**src/rtl/pipe_ctrl_pkg.sv**
```systemverilog
// pipe_ctrl_pkg: state encoding and counter width shared by the pipeline controller.
package pipe_ctrl_pkg;

    localparam int CNT_W = 3;

    typedef enum logic [1:0] {
        PCTL_BOOT  = 2'd0,
        PCTL_RUN   = 2'd1,
        PCTL_STALL = 2'd2,
        PCTL_FLUSH = 2'd3
    } pctl_state_t;

endpackage

```
**src/rtl/pipe_ctrl.sv**
```systemverilog
// pipe_ctrl: hold/flush/redirect arbitration for the IF -> ID -> EX front end.
// Redirects are combinational; state, bubble counter and acks are registered.
module pipe_ctrl
    import pipe_ctrl_pkg::*;
#(
    parameter int BOOT_HOLD = 2,
    parameter int FLUSH_LEN = 1,
    parameter int ADDR_W    = 32
) (
    input  logic              i_sys_clk,
    input  logic              i_sys_rst,
    input  logic              i_jump_req,
    input  logic [ADDR_W-1:0] i_jump_addr,
    output logic              o_jump_ack,
    input  logic              i_bus_wait,
    input  logic              i_mdu_busy,
    input  logic              i_irq_req,
    input  logic [ADDR_W-1:0] i_irq_addr,
    output logic              o_irq_ack,
    output logic              o_pc_hold,
    output logic              o_pc_jump_en,
    output logic [ADDR_W-1:0] o_pc_jump_addr,
    output logic              o_if_id_flush
);

    localparam logic [CNT_W-1:0] BOOT_CNT    = CNT_W'(BOOT_HOLD);
    localparam logic [CNT_W-1:0] FLUSH_CNT   = CNT_W'(FLUSH_LEN - 1);
    localparam pctl_state_t      REDIR_STATE = (FLUSH_LEN > 1) ? PCTL_FLUSH : PCTL_RUN;

    pctl_state_t       r_state, w_state_nxt;
    logic [CNT_W-1:0]  r_cnt, w_cnt_nxt;
    logic              r_jump_ack, r_irq_ack;
    logic [ADDR_W-1:0] r_last_addr;
    logic              w_stall, w_jreq, w_ireq, w_take_jump, w_take_irq, w_redir;

    assign w_stall = i_bus_wait | i_mdu_busy;
    // A request still high during its own ack cycle is the old one, not a new one.
    assign w_jreq = i_jump_req & ~r_jump_ack;
    assign w_ireq = i_irq_req & ~r_irq_ack;
    // Jumps may re-redirect during FLUSH; interrupts wait for a plain RUN cycle.
    assign w_take_jump = (r_state == PCTL_RUN || r_state == PCTL_FLUSH) && !w_stall && w_jreq;
    assign w_take_irq  = (r_state == PCTL_RUN) && !w_stall && !w_jreq && w_ireq;
    assign w_redir     = w_take_jump | w_take_irq;

    assign o_pc_jump_en   = w_redir;
    assign o_pc_jump_addr = w_take_jump ? i_jump_addr : w_take_irq ? i_irq_addr : r_last_addr;
    assign o_pc_hold      = (r_state == PCTL_BOOT) | w_stall;
    assign o_if_id_flush  = (r_state == PCTL_BOOT) | w_redir | ((r_state == PCTL_FLUSH) & ~w_stall);
    assign o_jump_ack     = r_jump_ack;
    assign o_irq_ack      = r_irq_ack;

    always_comb begin
        w_state_nxt = PCTL_RUN;
        w_cnt_nxt   = r_cnt;
        if (r_state == PCTL_BOOT) begin
            w_state_nxt = (r_cnt <= CNT_W'(1)) ? PCTL_RUN : PCTL_BOOT;
            w_cnt_nxt   = r_cnt - CNT_W'(1);
        end else if (w_stall) begin
            w_state_nxt = PCTL_STALL;
        end else if (w_redir) begin
            w_state_nxt = REDIR_STATE;
            w_cnt_nxt   = FLUSH_CNT;
        end else if (r_state == PCTL_FLUSH) begin
            w_state_nxt = (r_cnt <= CNT_W'(1)) ? PCTL_RUN : PCTL_FLUSH;
            w_cnt_nxt   = r_cnt - CNT_W'(1);
        end
    end

    always_ff @(posedge i_sys_clk or posedge i_sys_rst) begin
        if (i_sys_rst) begin
            r_state     <= PCTL_BOOT;
            r_cnt       <= BOOT_CNT;
            r_jump_ack  <= 1'b0;
            r_irq_ack   <= 1'b0;
            r_last_addr <= '0;
        end else begin
            r_state    <= w_state_nxt;
            r_cnt      <= w_cnt_nxt;
            r_jump_ack <= w_take_jump;
            r_irq_ack  <= w_take_irq;
            if (w_redir)
                r_last_addr <= o_pc_jump_addr;
        end
    end

endmodule

```
**config.mk**
```make
export PLATFORM = sky130hd
export DESIGN_NAME = pipe_ctrl
export DESIGN_NICKNAME = d
export VERILOG_FILES = /design/src/rtl/pipe_ctrl_pkg.sv /design/src/rtl/pipe_ctrl.sv
export SDC_FILE = /design/constraint.sdc
export NUM_CORES = 1
export LEC_CHECK = 0
export CAP_MARGIN = 10
export CORE_AREA = 10 10 89 91
export DETAILED_ROUTE_END_ITERATION = 10
export DIE_AREA = 0 0 99 101
export PLACE_DENSITY = 0.85
export SYNTH_ARGS = -nofsm -noshare
export SYNTH_HDL_FRONTEND = slang
export SYNTH_SLANG_ARGS = --single-unit
```
**constraint.sdc**
```tcl
create_clock -name i_sys_clk -period 1.9 [get_ports i_sys_clk]
set_input_delay 0.475 -clock i_sys_clk [delete_from_list [all_inputs] [get_ports i_sys_clk]]
set_output_delay 0.475 -clock i_sys_clk [all_outputs]
set_load 0.01 [all_outputs]
```
After elaboration in Yosys (flattened, before gate mapping)
Cells that the tools add are included.
{"block": "word_totals", "reg_bits": 39, "in_bits": 70, "output_inout_bits": 37, "wordCells": 44}
{"block": "op_classes", "addsub": 1, "magnitude_cmp": 1, "eq_ne": 3, "mux": 12, "n_bitwise": 11, "reduce_logical": 11}
{"cell": "$mux W32", "n": 2}
{"cell": "$mux W3", "n": 4}
{"cell": "$mux W2", "n": 5}
{"cell": "$logic_and A1 B1 Y1", "n": 5}
{"cell": "$or A1 B1 Y1", "n": 5}
{"cell": "$and A1 B1 Y1", "n": 3}
{"cell": "$le A3 B1 Y1 const B", "n": 1}
{"cell": "$not A1 Y1", "n": 3}
{"cell": "$reduce_bool A3 Y1", "n": 1}
{"cell": "$sub A3 B1 Y3 const B", "n": 1}
{"cell": "$eq A2 B1 Y1 const B", "n": 1}
{"cell": "$eq A2 B2 Y1 const B", "n": 1}
{"cell": "$logic_not A1 Y1", "n": 2}
{"cell": "$logic_not A2 Y1", "n": 1}
{"cell": "$ne A2 B1 Y1 const B", "n": 1}
{"cell": "$reduce_and A2 Y1", "n": 1}
{"cell": "$logic_or A1 B1 Y1", "n": 1}
{"cell": "$mux W1", "n": 1}

Longest topological paths before layout
Gate-level depths: netlist (run 1).
{"block": "depth", "depth_word": 9, "ltp_mapped": 6}

Worst setup path before layout (run 1)
Ideal clock, no wire load.
{"block": "synth_timing", "path_type": "input port to output port", "startpoint": "input port i_irq_req", "endpoint": "output port o_pc_jump_addr[10]", "arrival_time_ns": 1.544, "required_ns": 1.425, "path_slack_ns": -0.119, "stages": 5, "path_cell_list": "or3b_4 > a21oi_4 > buf_6 > nor2_2 > a21oi_1"}
{"block": "synth_via", "elab_chain_len": 4}
{"element": "from (decl)", "line": "pipe_ctrl.sv:17", "rtl": "input logic i_irq_req,"}
{"element": "$and A1 B1 Y1", "line": "pipe_ctrl.sv:39", "rtl": "assign w_ireq = i_irq_req & ~r_irq_ack;"}
{"element": "$logic_and A1 B1 Y1", "line": "pipe_ctrl.sv:42", "rtl": "assign w_take_irq = (r_state == PCTL_RUN) && !w_stall && !w_jreq && w_ireq;"}
{"element": "$mux W32 (2 in series)", "line": "pipe_ctrl.sv:46", "rtl": "assign o_pc_jump_addr = w_take_jump ? i_jump_addr : w_take_irq ? i_irq_addr : r_last_addr;"}
{"element": "to (decl)", "line": "pipe_ctrl.sv:22", "rtl": "output logic [ADDR_W-1:0] o_pc_jump_addr,"}
No other way between the ends.

Worst setup path in the final report (run 1)
{"block": "layout_timing", "startpoint": "register r_irq_ack, in the netlist o_irq_ack", "endpoint": "output port o_pc_jump_addr[22]"}
{"block": "layout_via", "elab_chain_len": 5}
{"element": "from (decl)", "line": "pipe_ctrl.sv:32", "rtl": "logic r_jump_ack, r_irq_ack;"}
{"element": "from (signal assigned)", "line": "pipe_ctrl.sv:80", "rtl": "r_irq_ack <= w_take_irq;"}
{"element": "$not A1 Y1", "line": "pipe_ctrl.sv:39"}
{"element": "$and A1 B1 Y1", "line": "pipe_ctrl.sv:39"}
{"element": "$logic_and A1 B1 Y1", "line": "pipe_ctrl.sv:42"}
{"element": "$mux W32 (2 in series)", "line": "pipe_ctrl.sv:46"}
No other way between the ends.

==> results of run 1 <==
-- worst max-delay path by stage --
stage / start / endpoint / slack, ps / cells past startpoint
floorplan: i_irq_req / o_pc_jump_addr[10] / -80 / 6
global placement: i_irq_req / o_pc_jump_addr[31] / -1040 / 7
detailed placement: i_irq_req / o_pc_jump_addr[0] / -1070 / 7
CTS: r_state[1] / o_pc_jump_addr[22] / -640 / 7
global route: o_irq_ack / o_pc_jump_addr[28] / -590 / 7
finish: o_irq_ack / o_pc_jump_addr[22] / -530 / 7
-- cells in the mapped netlist (all sizes together) --
cell / n
a21o: 1
a21oi: 67
a22o: 1
a31oi: 1
and2: 1
and4: 1
buf: 11
clkbuf: 9
dfrtp: 38
dfstp: 1
ha: 2
inv: 4
nand2: 1
nand2b: 2
nand3: 2
nand4: 1
nor2: 41
nor2b: 1
nor4bb: 1
o2111ai: 1
o21a: 1
o21ai: 5
o221ai: 1
o22ai: 32
o31ai: 1
o41ai: 1
or3b: 2
xor2: 1
-- layout make-up --
| type | instances | area [um2] |
|---|---|---|
| clock buffers | 5 | 68.82 |
| flip-flops and latches | 39 | 977.2 |
| multi-input cells | 168 | 1632 |
| repair buffers | 199 | 1783 |
| clock inverters | 3 | 15.01 |
| well taps | 77 | 96.34 |
| fillers | 436 | 1618 |
| inverters | 4 | 15.01 |
-- cells by family after synthesis --
group	count (synthesis)	synth area share
AOI/OAI and AO/OA	112	0.3642
buffers and inverters	24	0.06581
DFF	39	0.4356
xor gates and xnor gates	1	0.003905
and+or+nand+nor	53	0.1194
adders and majority gates	2	0.01115
-- metal layers --
metal	vias to the layer above	routed length (um)	track usage
li1	1215	-	-
met1	1217	3668	0.1996
met2	100	4904	0.3131
met3	7	564	0.04801
met4	0	76	0.02977
met5	-	0	0
-- what timing repair did --
item / in CTS / in global routing
gates resized for setup: 191 / 61
setup buffers: 15 / 14
pin swaps: 7 / 36
endpoints found under the setup margin: 36 / 39
gates cloned: 3 / 0
-- state kept, by name (all words and copies together) (netlist names) --
signal and cells:
r_state 2, o_jump_ack 1, r_cnt 3, r_last_addr 32, o_irq_ack 1
-- power breakdown --
group          switching (mW)  internal [mW]
Clock                   0.295          0.251
Sequential              0.287           1.24
Combinational            1.65           1.78
Total                    2.24           3.27
-- worst max-delay path, delay by kind of cell, from the launching register on --
| family | cells | cell delay (ps) |
|---|---|---|
| AND/OR/NAND/NOR | 2 | 620 |
| buffers and inverters | 3 | 450 |
| AO/OA/AOI/OAI | 2 | 190 |
| flip-flops | 1 | 390 |
-- through the flow --
| stage | cells | power (mW) |
|---|---|---|
| after floorplan | 231 | 2.939 |
| after global placement | 461 | 4.559 |
| after detailed placement | 461 | 4.706 |
| after CTS | 487 | 5.278 |
| after global routing | 495 | 5.885 |
| final | 495 | 5.502 |
==> impl_metrics.env, run 1 <==
export IMPL_path_cells="or3b_4 -> nand2b_4 -> buf_12 -> buf_12 -> o22ai_4 -> a21oi_2 -> buf_2"
export IMPL_slew_viol_final=0
export IMPL_mostFrequentLayoutCell="buf_4"
export IMPL_route_vias_total=2539
export IMPL_maxCapViolCount=0
export IMPL_r2r_end="r_last_addr[25]"
export IMPL_die_h_um=101
export IMPL_end_kind="output pin"
export IMPL_synth_cell_types=33
export IMPL_hold_viol=0
export IMPL_hold_buffers=0
export IMPL_wl_um=9212
export IMPL_fin_nets=489
export IMPL_holdPathStages=2
export IMPL_cpMostUsedCell="buf_12"
export IMPL_drt_pass1_iter_count=4
export IMPL_p_per_area_nw_per_um2=1200
export IMPL_worstHoldEndpoint="r_last_addr[9]"
export IMPL_layout_common_cells="71 x buf_4, 67 x clkdlybuf4s50_1, 38 x dfrtp_1"
export IMPL_antenna_found_initial=0
export IMPL_place_hpwl_um=6079
export IMPL_ys_warn_count=0
export IMPL_whs_ps=529.9
export IMPL_grt_pass1_wl_um=14190
export IMPL_cts_tree="yes"
export IMPL_rr_startpoint="o_irq_ack"
export IMPL_synth_seq_cells=39
export IMPL_rsz0062_at_grt="true"
export IMPL_grt_pass1_vias=2730
export IMPL_status="complete, but fails checks"
export IMPL_fin_util=0.7393
export IMPL_clkLatencyLatePin_ps=290
export IMPL_clock_root_buffer="clkbuf_8"
export IMPL_max_stage_delay_ps=430
export IMPL_dp_slack_ps=-1074
export IMPL_critical_path_arrival_ps=1950
export IMPL_fin_crit_ps=2428
export IMPL_cts_sinks=39
export IMPL_portBuffers=106
export IMPL_worstRegToRegCells=9
export IMPL_clk_pin_slew_ps=70
export IMPL_wl_per_cell_um=18.61
export IMPL_drtAntennaViolNets=0
export IMPL_fin_area_um2=4587
export IMPL_dieArea_um2=9999
export IMPL_synthesis_instances=231
export IMPL_drc=0
export IMPL_max_slew_margin=0.7264
export IMPL_crit_slowest_cell="or3b_4"
export IMPL_crit_required_ps=1420
export IMPL_h_tree_depth=2
export IMPL_cts_buffer_depth=2
export IMPL_synth_fp_nets=303
export IMPL_ir_worst_vdd_uv=640.6
export IMPL_drive_gt1_frac=0.5742
export IMPL_yosysSeqAreaShare=0.4356
export IMPL_tightest_slew_ps=410.4
export IMPL_violations="negative setup slack"
export IMPL_skew_ps=6.932
export IMPL_synth_top_cell_by_area="dfrtp_1"
export IMPL_cp_start_kind="register"
export IMPL_flow_area_growth_from_synthesis_pct=104.5
export IMPL_setup_tns_final_ps=-15350
export IMPL_gp_congestion=0.8429
export IMPL_coreArea_um2=6205
export IMPL_fmax_mhz=411.8
export IMPL_path_class="reg -> out"
export IMPL_p_leak_nw=1.853
export IMPL_vias_per_cell=5.129
export IMPL_die_x_um=99
export IMPL_post_route_period_util=1.278
export IMPL_numCtsBuffers=5
export IMPL_first_iter_violations=74
export IMPL_finalWorstSetupSlack_ps=-528.4
export IMPL_place_area_um2=4001
export IMPL_hold_class="reg -> reg"
export IMPL_min_from="r_last_addr[9]"
export IMPL_syn_avg_cell_area_um2=9.712
export IMPL_synth_area_leaders="dfrtp_1 42%, o22ai_2 16%, a21oi_1 15%, nor2_1 5.5%, buf_6 3.5%"
export IMPL_fp_row_count=29
export IMPL_ff2ff_setup_slack_ps=40
export IMPL_antenna_cells=0
export IMPL_grt_use_total=0.1729
export IMPL_io_pins=107
export IMPL_synth_area_um2=2243
export IMPL_synth_top_cell_area_share=0.4239
export IMPL_grt_max_degree=40
export IMPL_start_util=0.3616
export IMPL_setup_violations_final=33
export IMPL_cp_max_fo=8
export IMPL_gr_total_overflow=0
Note: power is estimated with default switching activity, not from simulation.
==> inputs of run 2 (changes only) <==
--- a/config.mk
+++ b/config.mk
@@ -5,11 +5,12 @@
 export SDC_FILE = /design/constraint.sdc
 export NUM_CORES = 1
 export LEC_CHECK = 0
+export ABC_CLOCK_PERIOD_IN_PS = 1900
 export CAP_MARGIN = 10
 export CORE_AREA = 10 10 89 91
 export DETAILED_ROUTE_END_ITERATION = 10
 export DIE_AREA = 0 0 99 101
-export PLACE_DENSITY = 0.85
+export PLACE_DENSITY = 0.76
 export SYNTH_ARGS = -nofsm -noshare
 export SYNTH_HDL_FRONTEND = slang
 export SYNTH_SLANG_ARGS = --single-unit
==> run 2 against run 1 <==
  * The flow still finishes with violations (negative setup slack)
  * Core utilization up 2.8 points
  * First-iteration DRC count grew 23%
  * Setup slack better by 3.1 ps
  * Global-route usage fell by 0.34 points
  * Sequential power is 5% lower
  * Via count rose by 1.8%
  * Final cell count increased by 3.4%
  * Wire length is 2.0% lower
  * Clock skew is 0.84 ps lower
  * Flip-flop and latch count did not move
==> impl_metrics.env, run 2 (synthesized netlist as in run 1, its figures left out) <==
export IMPL_drive_gt1_frac=0.5793
export IMPL_post_route_period_util=1.276
export IMPL_die_h_um=101
export IMPL_io_pins=107
export IMPL_drt_met1_wl_um=3782
export IMPL_violations="negative setup slack"
export IMPL_vias_per_cell=5.049
export IMPL_dieArea_um2=9999
export IMPL_drt_pass1_iter_count=4
export IMPL_status="complete, but fails checks"
export IMPL_drc=0
export IMPL_antenna_found_initial=0
export IMPL_ff2ff_setup_slack_ps=-30
export IMPL_fillers=420
export IMPL_route_vias_total=2585
export IMPL_clkLatencyLatePin_ps=290
export IMPL_cts_buffer_depth=2
export IMPL_slew_viol_final=0
export IMPL_p_total_mw=5.477
export IMPL_top_layer_used="met4"
export IMPL_cts_sinks=39
export IMPL_hold_viol=0
export IMPL_fin_crit_ps=2425
export IMPL_gp_congestion=0.8144
export IMPL_cts_tree="yes"
export IMPL_whs_ps=531.9
export IMPL_crit_required_ps=1420
export IMPL_grt_max_degree=40
export IMPL_wl_met2_um=4644
export IMPL_grt_use_total=0.1696
export IMPL_seqCellArea_um2=977.2
export IMPL_startpoint="o_irq_ack"
export IMPL_largest_register="r_last_addr"
export IMPL_coreArea_um2=6205
export IMPL_wl_um=9028
export IMPL_fin_util=0.7671
export IMPL_fp_row_count=29
export IMPL_multiInputGateArea_um2=1587
export IMPL_flow_area_growth_from_synthesis_pct=112.2
export IMPL_gr_total_overflow=0
export IMPL_max_slew_margin=0.7992
export IMPL_die_x_um=99
export IMPL_first_iter_violations=91
export IMPL_dr_wl_met3_um=487
export IMPL_grt_pass1_vias=2759
export IMPL_cp_start_kind="register"
export IMPL_tightest_slew_ps=297.1
export IMPL_hold_class="in -> async"
export IMPL_end_kind="output pin"
export IMPL_clock_root_buffer="clkbuf_8"
export IMPL_place_hpwl_um=6050
export IMPL_rsz0062_at_grt="true"
export IMPL_hold_buffers=0
export IMPL_mostFrequentLayoutCell="buf_4"
export IMPL_p_leak_nw=1.985
export IMPL_cp_max_fo=8
export IMPL_wl_per_cell_um=17.63
export IMPL_antenna_cells=0
export IMPL_maxCapViolCount=0
export IMPL_setup_tns_final_ps=-15550
export IMPL_fmax_mhz=412.3
export IMPL_grt_pass1_wl_um=14080
export IMPL_finalWorstSetupSlack_ps=-525.3
export IMPL_rr_startpoint="o_irq_ack"
export IMPL_ir_worst_vdd_uv=658.7
export IMPL_portBuffers=106
export IMPL_start_util=0.3616
export IMPL_layout_common_cells="80 x buf_4, 65 x clkdlybuf4s50_1, 38 x dfrtp_1"
export IMPL_setup_violations_final=35
export IMPL_path_class="reg -> out"
export IMPL_fin_nets=506
export IMPL_clk_pin_slew_ps=80
export IMPL_place_area_um2=4024
export IMPL_largest_reg_flops=32
export IMPL_numCtsBuffers=5
export IMPL_skew_ps=6.087
export IMPL_p_per_area_nw_per_um2=1151
export IMPL_h_tree_depth=2
export IMPL_fin_area_um2=4760
export IMPL_drtAntennaViolNets=0
export IMPL_critical_path_arrival_ps=1950
export IMPL_top_regs="r_last_addr (32), r_cnt (3), r_state (2)"
-- run 2: per-stage QoR --
step | std cells | setup WS, ps
floorplan | 231 | -83.42
global placement | 459 | -1060
detailed placement | 459 | -1091
CTS | 500 | -540.4
global route | 512 | -591.8
finish | 512 | -525.3
-- run 2: layer usage --
metal,up-vias,global-route usage
li1,1253,-
met1,1238,0.2065
met2,85,0.2986
met3,9,0.03498
met4,0,0.03749
met5,-,0
-- run 2: where the power goes --
part	internal [mW]	total (mW)	leakage, nW	switching [mW]
clock network	0.258	0.545	0.0422	0.287
registers	1.24	1.46	0.447	0.221
logic	1.82	3.47	1.50	1.66
total	3.31	5.48	1.98	2.17
-- run 2: final timing paths --
path	end	cells past startpoint
setup / recovery	o_pc_jump_addr[16]	7
hold / removal	r_last_addr[21]	3
setup reg to reg	r_last_addr[16]	9
hold reg to reg	r_last_addr[21]	2
max in group asynchronous	r_cnt[1]	3
min in group i_sys_clk	r_last_addr[21]	2
-- run 2: area by class of cell --
type                            count  area share
Timing Repair Buffer              216      0.4209
Multi-Input combinational cell    168      0.3333
Sequential cell                    39      0.2053
Tap cell                           77     0.02024
Clock buffer                        7     0.01604
Inverter                            4    0.003155
Clock inverter                      1    0.001052
-- run 2: worst max-delay path, cell delays in order (launching register included) --
cell      delay (ps)
dfrtp_1          380
or3b_4           420
nand2b_4         210
buf_12           140
buf_12           140
o22ai_4          140
a21oi_2           70
buf_2            140
-- run 2: what timing repair did --
item	in CTS	in global routing
buffers inserted	31	14
resized for setup	200	42
gates cloned	2	2
endpoints found under the setup margin	49	37
pin swaps	52	13
